## config.mk

```make
export PLATFORM = sky130hd
export DESIGN_NAME = alu_op_sequencer_flat
export DESIGN_NICKNAME = d
export VERILOG_FILES = /design/src/rtl/alu_pkg.sv /design/src/rtl/alu_op_sequencer_if.sv /design/src/rtl/add_16_cin.sv /design/src/rtl/alu_op_sequencer.sv /design/src/flat_wrapper.sv
export SDC_FILE = /design/constraint.sdc
export NUM_CORES = 1
export LEC_CHECK = 0
export BUFFER_PORTS_ARGS = -buffer_cell sky130_fd_sc_hd__buf_2
export CORE_AREA = 2 2 88 90
export CTS_CLUSTER_DIAMETER = 30
export CTS_CLUSTER_SIZE = 25
export DETAILED_ROUTE_END_ITERATION = 7
export DIE_AREA = 0 0 90 92
export PLACE_DENSITY = 0.79
export SYNTH_ARGS = -nofsm -noshare
export SYNTH_HDL_FRONTEND = slang
export SYNTH_SLANG_ARGS = --single-unit
```

## constraint.sdc

```tcl
create_clock -name clk -period 13.2 [get_ports clk]
set_input_delay 1.98 -clock clk [delete_from_list [all_inputs] [get_ports clk]]
set_output_delay 1.98 -clock clk [all_outputs]
set_load 0.01 [all_outputs]
```

## src/rtl/alu_pkg.sv

```systemverilog
// Shared opcode/state encodings and response record for the 16-bit ALU sequencer.
package alu_pkg;

  localparam int WIDTH_DEF = 16;

  typedef enum logic [2:0] {
    OP_ADD  = 3'b000,
    OP_SUB  = 3'b001,
    OP_AND  = 3'b010,
    OP_OR   = 3'b011,
    OP_XOR  = 3'b100,
    OP_NOT  = 3'b101,
    OP_MUL  = 3'b110,
    OP_RSVD = 3'b111
  } op_e;

  typedef enum logic [1:0] {
    ST_IDLE = 2'd0,
    ST_EXEC = 2'd1,
    ST_MUL  = 2'd2,
    ST_DONE = 2'd3
  } state_e;

  typedef struct packed {
    logic [WIDTH_DEF-1:0] result;
    logic                 carry;
    logic                 ovf;
    logic                 zero;
    logic                 err;
  } rsp_t;

endpackage

```

## src/rtl/alu_op_sequencer_if.sv

```systemverilog
// Request/response handshake bundle between a requester and alu_op_sequencer.
interface alu_op_sequencer_if #(parameter int WIDTH = 16);
  logic             in_valid;
  logic             in_ready;
  logic [2:0]       in_op;
  logic [WIDTH-1:0] in_a;
  logic [WIDTH-1:0] in_b;
  logic             out_valid;
  logic             out_ready;
  logic [WIDTH-1:0] out_result;
  logic             out_carry;
  logic             out_ovf;
  logic             out_zero;
  logic             out_err;

  modport master (
    output in_valid, in_op, in_a, in_b, out_ready,
    input  in_ready, out_valid, out_result, out_carry, out_ovf, out_zero, out_err
  );

  modport slave (
    input  in_valid, in_op, in_a, in_b, out_ready,
    output in_ready, out_valid, out_result, out_carry, out_ovf, out_zero, out_err
  );
endinterface

```

## src/rtl/add_16_cin.sv

```systemverilog
// Ripple-carry adder with carry-in/out, one full-adder cell per bit.
module full_adder (
  input  logic a,
  input  logic b,
  input  logic ci,
  output logic s,
  output logic co
);
  assign s  = a ^ b ^ ci;
  assign co = (a & b) | (ci & (a ^ b));
endmodule

module add_16_cin #(parameter int WIDTH = 16) (
  input  logic [WIDTH-1:0] a,
  input  logic [WIDTH-1:0] b,
  input  logic             cin,
  output logic [WIDTH-1:0] sum,
  output logic             cout
);
  logic [WIDTH:0] c;

  assign c[0] = cin;
  assign cout = c[WIDTH];

  full_adder u_fa [WIDTH-1:0] (
    .a  (a),
    .b  (b),
    .ci (c[WIDTH-1:0]),
    .s  (sum),
    .co (c[WIDTH:1])
  );
endmodule

```

## src/rtl/alu_op_sequencer.sv

```systemverilog
// Single-transaction ALU control stage driving a shared ripple adder.
// Shift-add multiply is built only when ALU_OP_SEQUENCER_MUL_EN is defined.
module alu_op_sequencer
  import alu_pkg::*;
#(
  parameter int WIDTH     = WIDTH_DEF,
  parameter int MUL_STEPS = WIDTH
) (
  input logic               clk,
  input logic               rst,
  alu_op_sequencer_if.slave bus
);

  if (WIDTH != 16 || MUL_STEPS < 1) begin : g_bad_cfg
    $error("alu_op_sequencer: unsupported WIDTH/MUL_STEPS");
  end

  state_e           state_q, state_d;
  op_e              op_q;
  logic [WIDTH-1:0] a_q, b_q;
  rsp_t             rsp_q, rsp_exec;

  logic [WIDTH-1:0] add_x, add_y, add_s;
  logic             add_ci, add_co;

`ifdef ALU_OP_SEQUENCER_MUL_EN
  localparam int CNT_W = (MUL_STEPS > 1) ? $clog2(MUL_STEPS) : 1;
  localparam logic [CNT_W-1:0] CNT_LAST = CNT_W'(MUL_STEPS - 1);

  logic [WIDTH-1:0] hi_q, lo_q, hi_nx, lo_nx, ms;
  logic [CNT_W-1:0] cnt_q;
  logic             mc;
`endif

  // ---------------- FSM ----------------
  always_ff @(posedge clk or posedge rst) begin
    if (rst) state_q <= ST_IDLE;
    else     state_q <= state_d;
  end

  always_comb begin
    state_d = state_q;
    unique case (state_q)
      ST_IDLE: if (bus.in_valid) begin
`ifdef ALU_OP_SEQUENCER_MUL_EN
        state_d = (op_e'(bus.in_op) == OP_MUL) ? ST_MUL : ST_EXEC;
`else
        state_d = ST_EXEC;
`endif
      end
      ST_EXEC: state_d = ST_DONE;
`ifdef ALU_OP_SEQUENCER_MUL_EN
      ST_MUL:  if (cnt_q == CNT_LAST) state_d = ST_DONE;
`endif
      ST_DONE: if (bus.out_ready) state_d = ST_IDLE;
      default: state_d = ST_IDLE;
    endcase
  end

  // ---------------- shared adder ----------------
  always_comb begin
    add_x  = a_q;
    add_y  = b_q;
    add_ci = 1'b0;
    if (op_q == OP_SUB) begin
      add_y  = ~b_q;
      add_ci = 1'b1;
    end
`ifdef ALU_OP_SEQUENCER_MUL_EN
    if (state_q == ST_MUL) begin
      add_x  = hi_q;
      add_y  = a_q;
      add_ci = 1'b0;
    end
`endif
  end

  add_16_cin #(.WIDTH(WIDTH)) u_add (
    .a    (add_x),
    .b    (add_y),
    .cin  (add_ci),
    .sum  (add_s),
    .cout (add_co)
  );

  // ---------------- single-cycle ops ----------------
  always_comb begin
    rsp_exec = '0;
    unique case (op_q)
      OP_ADD, OP_SUB: begin
        rsp_exec.result = add_s;
        rsp_exec.carry  = add_co;
        // add_y is the adder's real second operand, so SUB overflow falls out too
        rsp_exec.ovf    = (a_q[WIDTH-1] == add_y[WIDTH-1]) && (add_s[WIDTH-1] != a_q[WIDTH-1]);
      end
      OP_AND:  rsp_exec.result = a_q & b_q;
      OP_OR:   rsp_exec.result = a_q | b_q;
      OP_XOR:  rsp_exec.result = a_q ^ b_q;
      OP_NOT:  rsp_exec.result = ~a_q;
      default: rsp_exec.err    = 1'b1;
    endcase
    rsp_exec.zero = (rsp_exec.result == '0);
  end

`ifdef ALU_OP_SEQUENCER_MUL_EN
  // one shift-add step: {c,hi,lo} >> 1 after the conditional add
  always_comb begin
    mc    = lo_q[0] ? add_co : 1'b0;
    ms    = lo_q[0] ? add_s  : hi_q;
    hi_nx = {mc, ms[WIDTH-1:1]};
    lo_nx = {ms[0], lo_q[WIDTH-1:1]};
  end
`endif

  // ---------------- datapath registers ----------------
  always_ff @(posedge clk or posedge rst) begin
    if (rst) begin
      op_q  <= OP_ADD;
      a_q   <= '0;
      b_q   <= '0;
      rsp_q <= '0;
`ifdef ALU_OP_SEQUENCER_MUL_EN
      hi_q  <= '0;
      lo_q  <= '0;
      cnt_q <= '0;
`endif
    end else begin
      unique case (state_q)
        ST_IDLE: if (bus.in_valid) begin
          op_q  <= op_e'(bus.in_op);
          a_q   <= bus.in_a;
          b_q   <= bus.in_b;
`ifdef ALU_OP_SEQUENCER_MUL_EN
          hi_q  <= '0;
          lo_q  <= bus.in_b;
          cnt_q <= '0;
`endif
        end
        ST_EXEC: rsp_q <= rsp_exec;
`ifdef ALU_OP_SEQUENCER_MUL_EN
        ST_MUL: begin
          hi_q  <= hi_nx;
          lo_q  <= lo_nx;
          cnt_q <= cnt_q + 1'b1;
          if (cnt_q == CNT_LAST)
            rsp_q <= '{result: lo_nx, carry: |hi_nx, ovf: 1'b0,
                       zero: (lo_nx == '0), err: 1'b0};
        end
`endif
        ST_DONE: if (bus.out_ready) begin
          // flags drop with out_valid; the result word is left in place
          rsp_q.carry <= 1'b0;
          rsp_q.ovf   <= 1'b0;
          rsp_q.zero  <= 1'b0;
          rsp_q.err   <= 1'b0;
        end
        default: ;
      endcase
    end
  end

  assign bus.in_ready   = (state_q == ST_IDLE);
  assign bus.out_valid  = (state_q == ST_DONE);
  assign bus.out_result = rsp_q.result;
  assign bus.out_carry  = rsp_q.carry;
  assign bus.out_ovf    = rsp_q.ovf;
  assign bus.out_zero   = rsp_q.zero;
  assign bus.out_err    = rsp_q.err;

endmodule

```

## src/flat_wrapper.sv

```systemverilog
// flat-port wrapper written by rule: the top's interface ports become plain ports
module alu_op_sequencer_flat import alu_pkg::*;
#(
  parameter int WIDTH     = WIDTH_DEF,
  parameter int MUL_STEPS = WIDTH
)
  (clk, rst, bus_in_valid, bus_in_op, bus_in_a, bus_in_b, bus_out_ready, bus_in_ready, bus_out_valid, bus_out_result, bus_out_carry, bus_out_ovf, bus_out_zero, bus_out_err);
  alu_op_sequencer_if #(.WIDTH(WIDTH)) bus_i ();
  input logic clk;
  input logic rst;
  input wire logic [$bits(bus_i.in_valid)-1:0] bus_in_valid;
  input wire logic [$bits(bus_i.in_op)-1:0] bus_in_op;
  input wire logic [$bits(bus_i.in_a)-1:0] bus_in_a;
  input wire logic [$bits(bus_i.in_b)-1:0] bus_in_b;
  input wire logic [$bits(bus_i.out_ready)-1:0] bus_out_ready;
  output wire logic [$bits(bus_i.in_ready)-1:0] bus_in_ready;
  output wire logic [$bits(bus_i.out_valid)-1:0] bus_out_valid;
  output wire logic [$bits(bus_i.out_result)-1:0] bus_out_result;
  output wire logic [$bits(bus_i.out_carry)-1:0] bus_out_carry;
  output wire logic [$bits(bus_i.out_ovf)-1:0] bus_out_ovf;
  output wire logic [$bits(bus_i.out_zero)-1:0] bus_out_zero;
  output wire logic [$bits(bus_i.out_err)-1:0] bus_out_err;
  assign bus_i.in_valid = bus_in_valid;
  assign bus_i.in_op = bus_in_op;
  assign bus_i.in_a = bus_in_a;
  assign bus_i.in_b = bus_in_b;
  assign bus_i.out_ready = bus_out_ready;
  assign bus_in_ready = bus_i.in_ready;
  assign bus_out_valid = bus_i.out_valid;
  assign bus_out_result = bus_i.out_result;
  assign bus_out_carry = bus_i.out_carry;
  assign bus_out_ovf = bus_i.out_ovf;
  assign bus_out_zero = bus_i.out_zero;
  assign bus_out_err = bus_i.out_err;
  alu_op_sequencer #(.WIDTH(WIDTH), .MUL_STEPS(MUL_STEPS)) u_core (.clk(clk), .rst(rst), .bus(bus_i));
endmodule
```

==> flow_metrics.tcl, run 1 <==
set metrics [dict create \
    avgRoutedWirePerCell_microns 15.5 \
    synth_nets 507 \
    cts_buffers 9 \
    finalCritPeriodShare_pct 68.1 \
    ff2ff_path_depth 25 \
    yosysSeqAreaShare_pct 35.9 \
    synth_edf_count 0 \
    die_area_sq_mm 0.00828 \
    critPathKind "reg2reg" \
    drive_gt1_share_pct 20.8 \
    grt-busiest-layer "met2" \
    worstPathArrival_ps 9250 \
    holdBufCountCts 0 \
    power_leakage_nw 2.14 \
    cpPeakStageDelay_ps 920 \
    grt_max_degree 68 \
    place_hpwl_microns 6630 \
    io_pins 61 \
    rsz0062_at_grt "no" \
    worst_slack_ps 4210 \
    yosysTopAreaCell "dfrtp_1" \
    synthesis.area_sq_mm 0.00397 \
    min_period_ps 8990 \
    worst_path_most_repeated_cell "fa_1" \
    slowest_stage "dfrtp_1" \
    irDropWorstVdd_v 0.000122 \
    grt_pass1_vias 2970 \
    io_buffers 60 \
    critPathMaxFanout 26 \
    setup_violations 0 \
    antenna_cells 0 \
    worstHoldPathCells 2 \
    nets 557 \
    synthCells 420 \
    synth_cell_types 45 \
    slew_headroom_pct 38.2 \
    drt_pass1_iterations 4 \
    cts.reportedPaths.clkPinSlew_ps 70 \
    critPathBufInv 3 \
    cp-start-kind "register" \
    die_h_microns 92 \
    drt-initial-drc-count 165 \
    final.setup_skew_ps 8.19 \
    vias_per_cell 5.26 \
    root_buffer "clkbuf_8" \
    yosysMostFrequentCell "nand2_1" \
    yosys.area.top_type_share_pct 35.9 \
    worstSetupPathDepth 25 \
    start_util_pct 53.3 \
    h-tree-depth 3 \
    met2_usage_pct 35.8 \
    ys.flop_type "dfrtp_1" \
    slew_viol_final 0 \
    avgSynthCellArea_sq_um 9.46 \
    row_count 32 \
    synth_commonest_cells "62 x nand2_1, 59 x o21ai_0, 57 x dfrtp_1" \
    postCtsSetupRepairBufs 0 \
    fmax_mhz 111 \
    fin_util_pct 60.2 \
    powerDensity_mw_per_mm2 308 \
    ys_warn_count 0 \
    antenna_left 0 \
    grtUsageTotal_pct 23.0 \
    dieWidth_microns 90 \
    clk_latency_ps 340 \
    syn_to_final_growth_pct 12.9 \
    critical_path.top_delay_family "adder cells" \
    cts_tree "done" \
    finalWirelength_microns 8950 \
    async_reset_ff_share_pct 100 \
    required_ps 13460 \
    gr-usage-met3_pct 4.68 \
    hp-class "reg2reg" \
    max_cap_violations 0 \
    globalRoute.totalOverflow 0 \
    total_power_mw 1.38 \
    antenna_found_initial 0 \
    cts.path.max_buffers 2 \
    grt_util_met1_pct 31.3 \
    placed_area_sq_mm 0.00429 \
    setup_tns_ps 0 \
    drc_errors 0 \
    hold_viol 0 \
    final_area_sq_mm 0.00448 \
    cts-resized-gates 0 \
    placeableCoreArea_sq_mm 0.00745 \
    synth_seq_cells 57 \
    grt_pass1_wl_microns 14900 \
    vias 3035 \
    routabilityCongestion 0.880 \
    worst_slew_pin_slew_ps 925 \
    status "finished, final reports clean" \
    pre_cts_slack_ps 4170 \
    synthTopCellsByArea "dfrtp_1 36%, ha_1 10%, fa_1 7.6%, o21ai_0 7.4%, nand2_1 5.9%" \
    endpoint_kind "register" \
    clkSinkCount 57 \
]
[area by class of cell]
cell class	count	area (sq um)
clock inverters	6	57.6
flip-flops and latches	57	1430
multi-input cells	299	2250
well taps	102	128
inverters	38	143
repair buffers	65	338
fillers	698	2960
clock buffers	10	138
[power by group]
group / switching [mW] / internal [mW] / leakage [nW] / total, mW
Sequential: 0.0734 / 0.257 / 0.711 / 0.331
Combinational: 0.504 / 0.383 / 1.33 / 0.887
Clock: 0.0714 / 0.0908 / 0.102 / 0.162
Total: 0.649 / 0.731 / 2.14 / 1.38
[stage by stage]
step	instances	hold WS, ps
CTS	577	480
global route	577	506
global placement	561	456
detailed placement	561	465
floorplan	420	516
finish	577	473
[cells in the final DEF, fill, tap and decap left out, types with 2 or more instances in the layout]
cell type | Yosys | routed
a2bb2oi_1 | 5 | 5
nor3b_2 | 0 | 2
inv_1 | 38 | 37
mux2i_1 | 18 | 18
o21ai_0 | 59 | 59
nor2b_1 | 5 | 5
nand3b_1 | 8 | 8
mux2_2 | 9 | 9
dfrtp_1 | 57 | 57
clkbuf_8 | 0 | 10
ha_1 | 33 | 33
a21o_1 | 3 | 3
fa_1 | 15 | 15
nand2b_1 | 8 | 8
buf_2 | 13 | 60
clkinv_2 | 0 | 4
buf_4 | 2 | 5
nor2_1 | 19 | 19
nand4_1 | 3 | 3
xnor2_1 | 16 | 16
a22o_1 | 2 | 2
o21ai_1 | 2 | 2
a21oi_1 | 10 | 10
nand2_1 | 62 | 62
[flip-flops by register name, indices dropped and copies added, names as in the netlist]
name                   count
u_core.a_q                16
u_core.b_q                16
u_core.bus.out_result     16
u_core.op_q                3
u_core.state_q             2
u_core.bus.out_carry       1
u_core.bus.out_err         1
u_core.bus.out_ovf         1
u_core.bus.out_zero        1
[per-layer routing]
| layer | wire, microns | vias to the layer above |
|---|---|---|
| li1 | - | 1491 |
| met1 | 4050 | 1424 |
| met2 | 4200 | 100 |
| met3 | 482 | 20 |
| met4 | 216 | 0 |
| met5 | 0 | - |
[cells by family after synthesis]
| logic type | share of synthesized area (%) |
|---|---|
| adder cells (fa/ha/maj) | 18.0 |
| XOR/XNOR | 3.53 |
| buffers and inverters | 7.59 |
| multiplexers | 7.09 |
| flip-flops | 35.9 |
| AO/OA/AOI/OAI | 13.2 |
| AND/OR/NAND/NOR | 14.7 |
[worst min-delay path: stages (launching register included)]
cell,delay (ps)
dfrtp_1,340
nand2_1,40
o21ai_0,60
[path summary, 6_finish.rpt]
path | to | from | slack (ps)
setup reg to reg | u_core.bus.out_zero$_DFFE_PP0P_ | u_core.op_q[2]$_DFFE_PP0P_ | 4210
min in group asynchronous | u_core.a_q[10]$_DFFE_PP0P_ | rst | 1810
setup / recovery | u_core.bus.out_zero$_DFFE_PP0P_ | u_core.op_q[2]$_DFFE_PP0P_ | 4210
hold / removal | u_core.bus.out_result[13]$_DFFE_PP0P_ | u_core.bus.out_result[13]$_DFFE_PP0P_ | 470
max in group asynchronous | u_core.b_q[12]$_DFFE_PP0P_ | rst | 10870
hold reg to reg | u_core.bus.out_result[13]$_DFFE_PP0P_ | u_core.bus.out_result[13]$_DFFE_PP0P_ | 470
Note: power is estimated with default switching activity, not from simulation.
==> run 2, diff against run 1 <==
clock period = 9.2 ns   (was 13.2 ns; I/O delays follow)
==> flow_metrics.tcl, run 2 (synthesis gave the netlist of run 1 again) <==
set metrics [dict create \
    grtUsageTotal_pct 23.2 \
    avgRoutedWirePerCell_microns 15.3 \
    place_hpwl_microns 6520 \
    cts.reportedPaths.clkPinSlew_ps 70 \
    power_leakage_nw 2.14 \
    drt_pass1_iterations 4 \
    finalWirelength_microns 8810 \
    row_count 32 \
    clk_latency_ps 350 \
    drive_gt1_share_pct 20.4 \
    vias 3072 \
    cts_buffers 9 \
    final.setup_skew_ps 8.68 \
    io_pins 61 \
    final_area_sq_mm 0.00446 \
    die_h_microns 92 \
    cp-start-kind "register" \
    regArea_sq_mm 0.00143 \
    die_area_sq_mm 0.00828 \
    grt_pass1_wl_microns 15000 \
    holdBufCountCts 0 \
    worst_slew_pin_slew_ps 1170 \
    hp-class "reg2reg" \
    grt_max_degree 68 \
    rsz0062_at_grt "no" \
    setup_violations 0 \
    drc_errors 0 \
    cts-resized-gates 0 \
    clkSinkCount 57 \
    critPathKind "reg2reg" \
    required_ps 9470 \
    final_common_cell "nand2_1" \
    placeableCoreArea_sq_mm 0.00745 \
    worstHoldPathCells 2 \
    postCtsSetupRepairBufs 0 \
    placed_area_sq_mm 0.00429 \
    fmax_mhz 119 \
    worstPathArrival_ps 8680 \
    critPathMaxFanout 6 \
    endpoint_kind "register" \
    start_util_pct 53.3 \
    hold_viol 0 \
    antenna_cells 0 \
    max_cap_violations 0 \
    h-tree-depth 3 \
    grt_pass1_vias 3145 \
    finalCritPeriodShare_pct 91.4 \
    slew_viol_final 0 \
    multi_input_area_sq_mm 0.00225 \
    root_buffer "clkbuf_8" \
    antenna_left 0 \
    setup_tns_ps 0 \
    drt-initial-drc-count 248 \
    cts.path.max_buffers 2 \
    nets 557 \
    nFillCells 670 \
    irDropWorstVdd_v 0.000214 \
    io_buffers 60 \
    cts_tree "done" \
    powerDensity_mw_per_mm2 434 \
    globalRoute.totalOverflow 0 \
    slew_headroom_pct 22.1 \
    routabilityCongestion 0.869 \
    min_period_ps 8410 \
    syn_to_final_growth_pct 12.4 \
    antenna_found_initial 0 \
    status "finished, final reports clean" \
    ff2ff_path_depth 24 \
    most-common-layout-cells "62 x nand2_1, 60 x buf_2, 59 x o21ai_0" \
    vias_per_cell 5.32 \
    dieWidth_microns 90 \
]
run 2: report_power, final:
part           leakage [nW]  switching, mW  internal (mW)
Combinational          1.33          0.727          0.545
Sequential            0.711         0.0870          0.369
Clock                0.0932         0.0994          0.111
run 2: final cells by class:
cell class | instances | share of cell area, %
Clock buffer | 13 | 3.56
Multi-Input combinational cell | 299 | 50.5
Inverter | 38 | 3.20
Sequential cell | 57 | 32.0
Tap cell | 102 | 2.86
Timing Repair Buffer | 65 | 7.57
Clock inverter | 3 | 0.337
run 2: path summary, 6_finish.rpt:
check                                                     startpoint  slack (ps)                                   end
worst max-delay path                      u_core.op_q[2]$_DFFE_PP0P_         790       u_core.bus.out_zero$_DFFE_PP0P_
min in group asynchronous                                        rst        1330            u_core.b_q[11]$_DFFE_PP0P_
max in group asynchronous                                        rst        7140             u_core.b_q[9]$_DFFE_PP0P_
worst min register to register  u_core.bus.out_result[5]$_DFFE_PP0P_         470  u_core.bus.out_result[5]$_DFFE_PP0P_
worst max register to register            u_core.op_q[2]$_DFFE_PP0P_         790       u_core.bus.out_zero$_DFFE_PP0P_
worst min-delay path            u_core.bus.out_result[5]$_DFFE_PP0P_         470  u_core.bus.out_result[5]$_DFFE_PP0P_
run 2: per-layer routing:
layer  wire length (microns)  track usage (%)  vias up
met3                     598             7.15       19
li1                        -                -     1496
met2                    4050             36.3      100
met5                       0                0        -
met1                    3940             29.6     1457
met4                     225             10.8        0
run 2: metrics by stage:
stage	hold slack [ps]	setup WS (ps)	std cells	util, %	total power, mW
floorplan	516	879	420	-	1.42
global placement	456	944	561	57.6	1.67
detailed placement	465	770	561	57.6	1.73
CTS	478	748	577	59.9	1.94
global route	515	357	577	59.9	2.14
finish	469	793	577	59.9	1.94
run 2: critical path, stage by stage, from the launching register on:
cell       delay (ps)
dfrtp_1           400
nor3b_2           440
xnor2_1           180
fa_1              470
fa_1              430
fa_1              420
fa_1              430
fa_1              420
fa_1              430
fa_1              430
fa_1              430
fa_1              450
fa_1              430
fa_1              420
fa_1              400
inv_1             100
fa_1              200
fa_1              170
inv_1              50
fa_1              510
or4_4             500
nor4_2            170
a221o_1           200
o2111ai_1         110
o21ai_1           130
==> run 3, diff against run 2 <==
BUFFER_PORTS_ARGS = -buffer_cell sky130_fd_sc_hd__clkbuf_2   (was -buffer_cell sky130_fd_sc_hd__buf_2)
==> flow_metrics.tcl, run 3 (synthesis gave the netlist of run 1 again) <==
set metrics [dict create \
    clkSinkCount 57 \
    intPower_mw 1.10 \
    io_pins 61 \
    rsz0062_at_grt "no" \
    antenna_found_initial 0 \
    most-common-layout-cells "62 x nand2_1, 60 x clkbuf_2, 59 x o21ai_0" \
    antenna_cells 0 \
    pre_cts_slack_ps 756 \
    final.setup_skew_ps 12.8 \
    power_leakage_nw 2.16 \
    drt_pass1_iterations 5 \
    vias_per_cell 5.29 \
    max_cap_violations 0 \
    ff2ff_path_depth 24 \
    drt-initial-drc-count 223 \
    postCtsSetupRepairBufs 0 \
    grt-busiest-layer "met2" \
    globalRoute.totalOverflow 0 \
    instances_no_fill 577 \
    finalWirelength_microns 8940 \
    syn_to_final_growth_pct 14.1 \
    cts_buffers 9 \
    finalCritPeriodShare_pct 91.5 \
    row_count 32 \
    hp-class "reg2reg" \
    dp.cells 561 \
    final_common_cell "nand2_1" \
    powerDensity_mw_per_mm2 447 \
    worstPathArrival_ps 8700 \
    vias 3051 \
    endpoint_kind "register" \
    dieWidth_microns 90 \
    gr-usage-met3_pct 4.19 \
    place_hpwl_microns 6480 \
    p_sw_mw 0.925 \
    grt_pass1_wl_microns 15000 \
    cts-resized-gates 0 \
    start_util_pct 53.3 \
    drive_gt1_share_pct 20.6 \
    grt_max_degree 68 \
    pwr-share-seq_pct 22.7 \
    cts_tree "done" \
    worstHoldPathCells 2 \
    placeableCoreArea_sq_mm 0.00745 \
    min_period_ps 8410 \
    drc_errors 0 \
    avgRoutedWirePerCell_microns 15.5 \
    irDropWorstVdd_v 0.000169 \
    clk_latency_ps 360 \
    cts.path.max_buffers 2 \
    status "finished, final reports clean" \
    pwr-share-clk_pct 14.4 \
    fmax_mhz 119 \
    cts.reportedPaths.clkPinSlew_ps 70 \
    die_h_microns 92 \
    antenna_left 0 \
    routabilityCongestion 0.870 \
    required_ps 9490 \
    cp-start-kind "register" \
    die_area_sq_mm 0.00828 \
    combPwrFrac_pct 62.9 \
    setup_tns_ps 0 \
    met2_usage_pct 37.2 \
    hold_viol 0 \
    nets 557 \
    setup_violations 0 \
    slew_headroom_pct 21.3 \
    worst_slew_pin_slew_ps 1180 \
    holdBufCountCts 0 \
    critPathMaxFanout 6 \
    io_buffers 60 \
    worst_slack_ps 786 \
    reg2reg_slack_ps 790 \
    sw_frac_of_total_pct 45.6 \
    slew_viol_final 0 \
    root_buffer "clkbuf_8" \
    critPathKind "reg2reg" \
    grt_util_met1_pct 30.6 \
    h-tree-depth 3 \
    grt_pass1_vias 3134 \
    grtUsageTotal_pct 23.3 \
]
run 3: metrics by stage:
step	util, %	hold WS [ps]	total power [mW]	cell area (sq um)
floorplan	-	516	1.42	3970
global placement	57.6	461	1.67	4290
detailed placement	57.6	471	1.73	4290
CTS	60.9	487	2.02	4530
global route	60.9	504	2.22	4530
finish	60.9	480	2.03	4530
run 3: area by class of cell:
| class | count | area, sq um |
|---|---|---|
| clock inverters | 5 | 103 |
| fillers | 662 | 2920 |
| multi-input cells | 299 | 2250 |
| clock buffers | 11 | 141 |
| inverters | 38 | 143 |
| repair buffers | 65 | 338 |
| flip-flops and latches | 57 | 1430 |
| well taps | 102 | 128 |
run 3: worst max-delay path: stages, from the launching register on:
cell	delay (ps)
dfrtp_1	400
nor3b_2	450
xnor2_1	180
fa_1	470
fa_1	430
fa_1	430
fa_1	430
fa_1	420
fa_1	430
fa_1	430
fa_1	430
fa_1	450
fa_1	430
fa_1	420
fa_1	410
inv_1	100
fa_1	210
fa_1	180
inv_1	50
fa_1	510
or4_4	500
nor4_2	160
a221o_1	190
o2111ai_1	110
o21ai_1	140
run 3: path summary, 6_finish.rpt:
| path | start | endpoint |
|---|---|---|
| min in group asynchronous | rst | u_core.a_q[10]$_DFFE_PP0P_ |
| hold / removal | u_core.bus.out_result[1]$_DFFE_PP0P_ | u_core.bus.out_result[1]$_DFFE_PP0P_ |
| setup reg to reg | u_core.op_q[2]$_DFFE_PP0P_ | u_core.bus.out_zero$_DFFE_PP0P_ |
| setup / recovery | u_core.op_q[2]$_DFFE_PP0P_ | u_core.bus.out_zero$_DFFE_PP0P_ |
| max in group asynchronous | rst | u_core.op_q[0]$_DFFE_PP0P_ |
| hold reg to reg | u_core.bus.out_result[1]$_DFFE_PP0P_ | u_core.bus.out_result[1]$_DFFE_PP0P_ |
run 3: routing by layer:
metal	part of all wire, %	vias up
li1	-	1492
met1	45	1444
met4	2.7	0
met2	46	95
met3	6.6	20
met5	0	-
run 3: power groups by stage:
stage	Clock [mW]	Sequential, mW	Combinational (mW)
3_5_place_dp	0	0.462	1.26
6_report	0.292	0.460	1.28
2_1_floorplan	0	0.455	0.965
4_1_cts	0.294	0.459	1.27
3_3_place_gp	0	0.454	1.22
5_1_grt	0.304	0.477	1.44
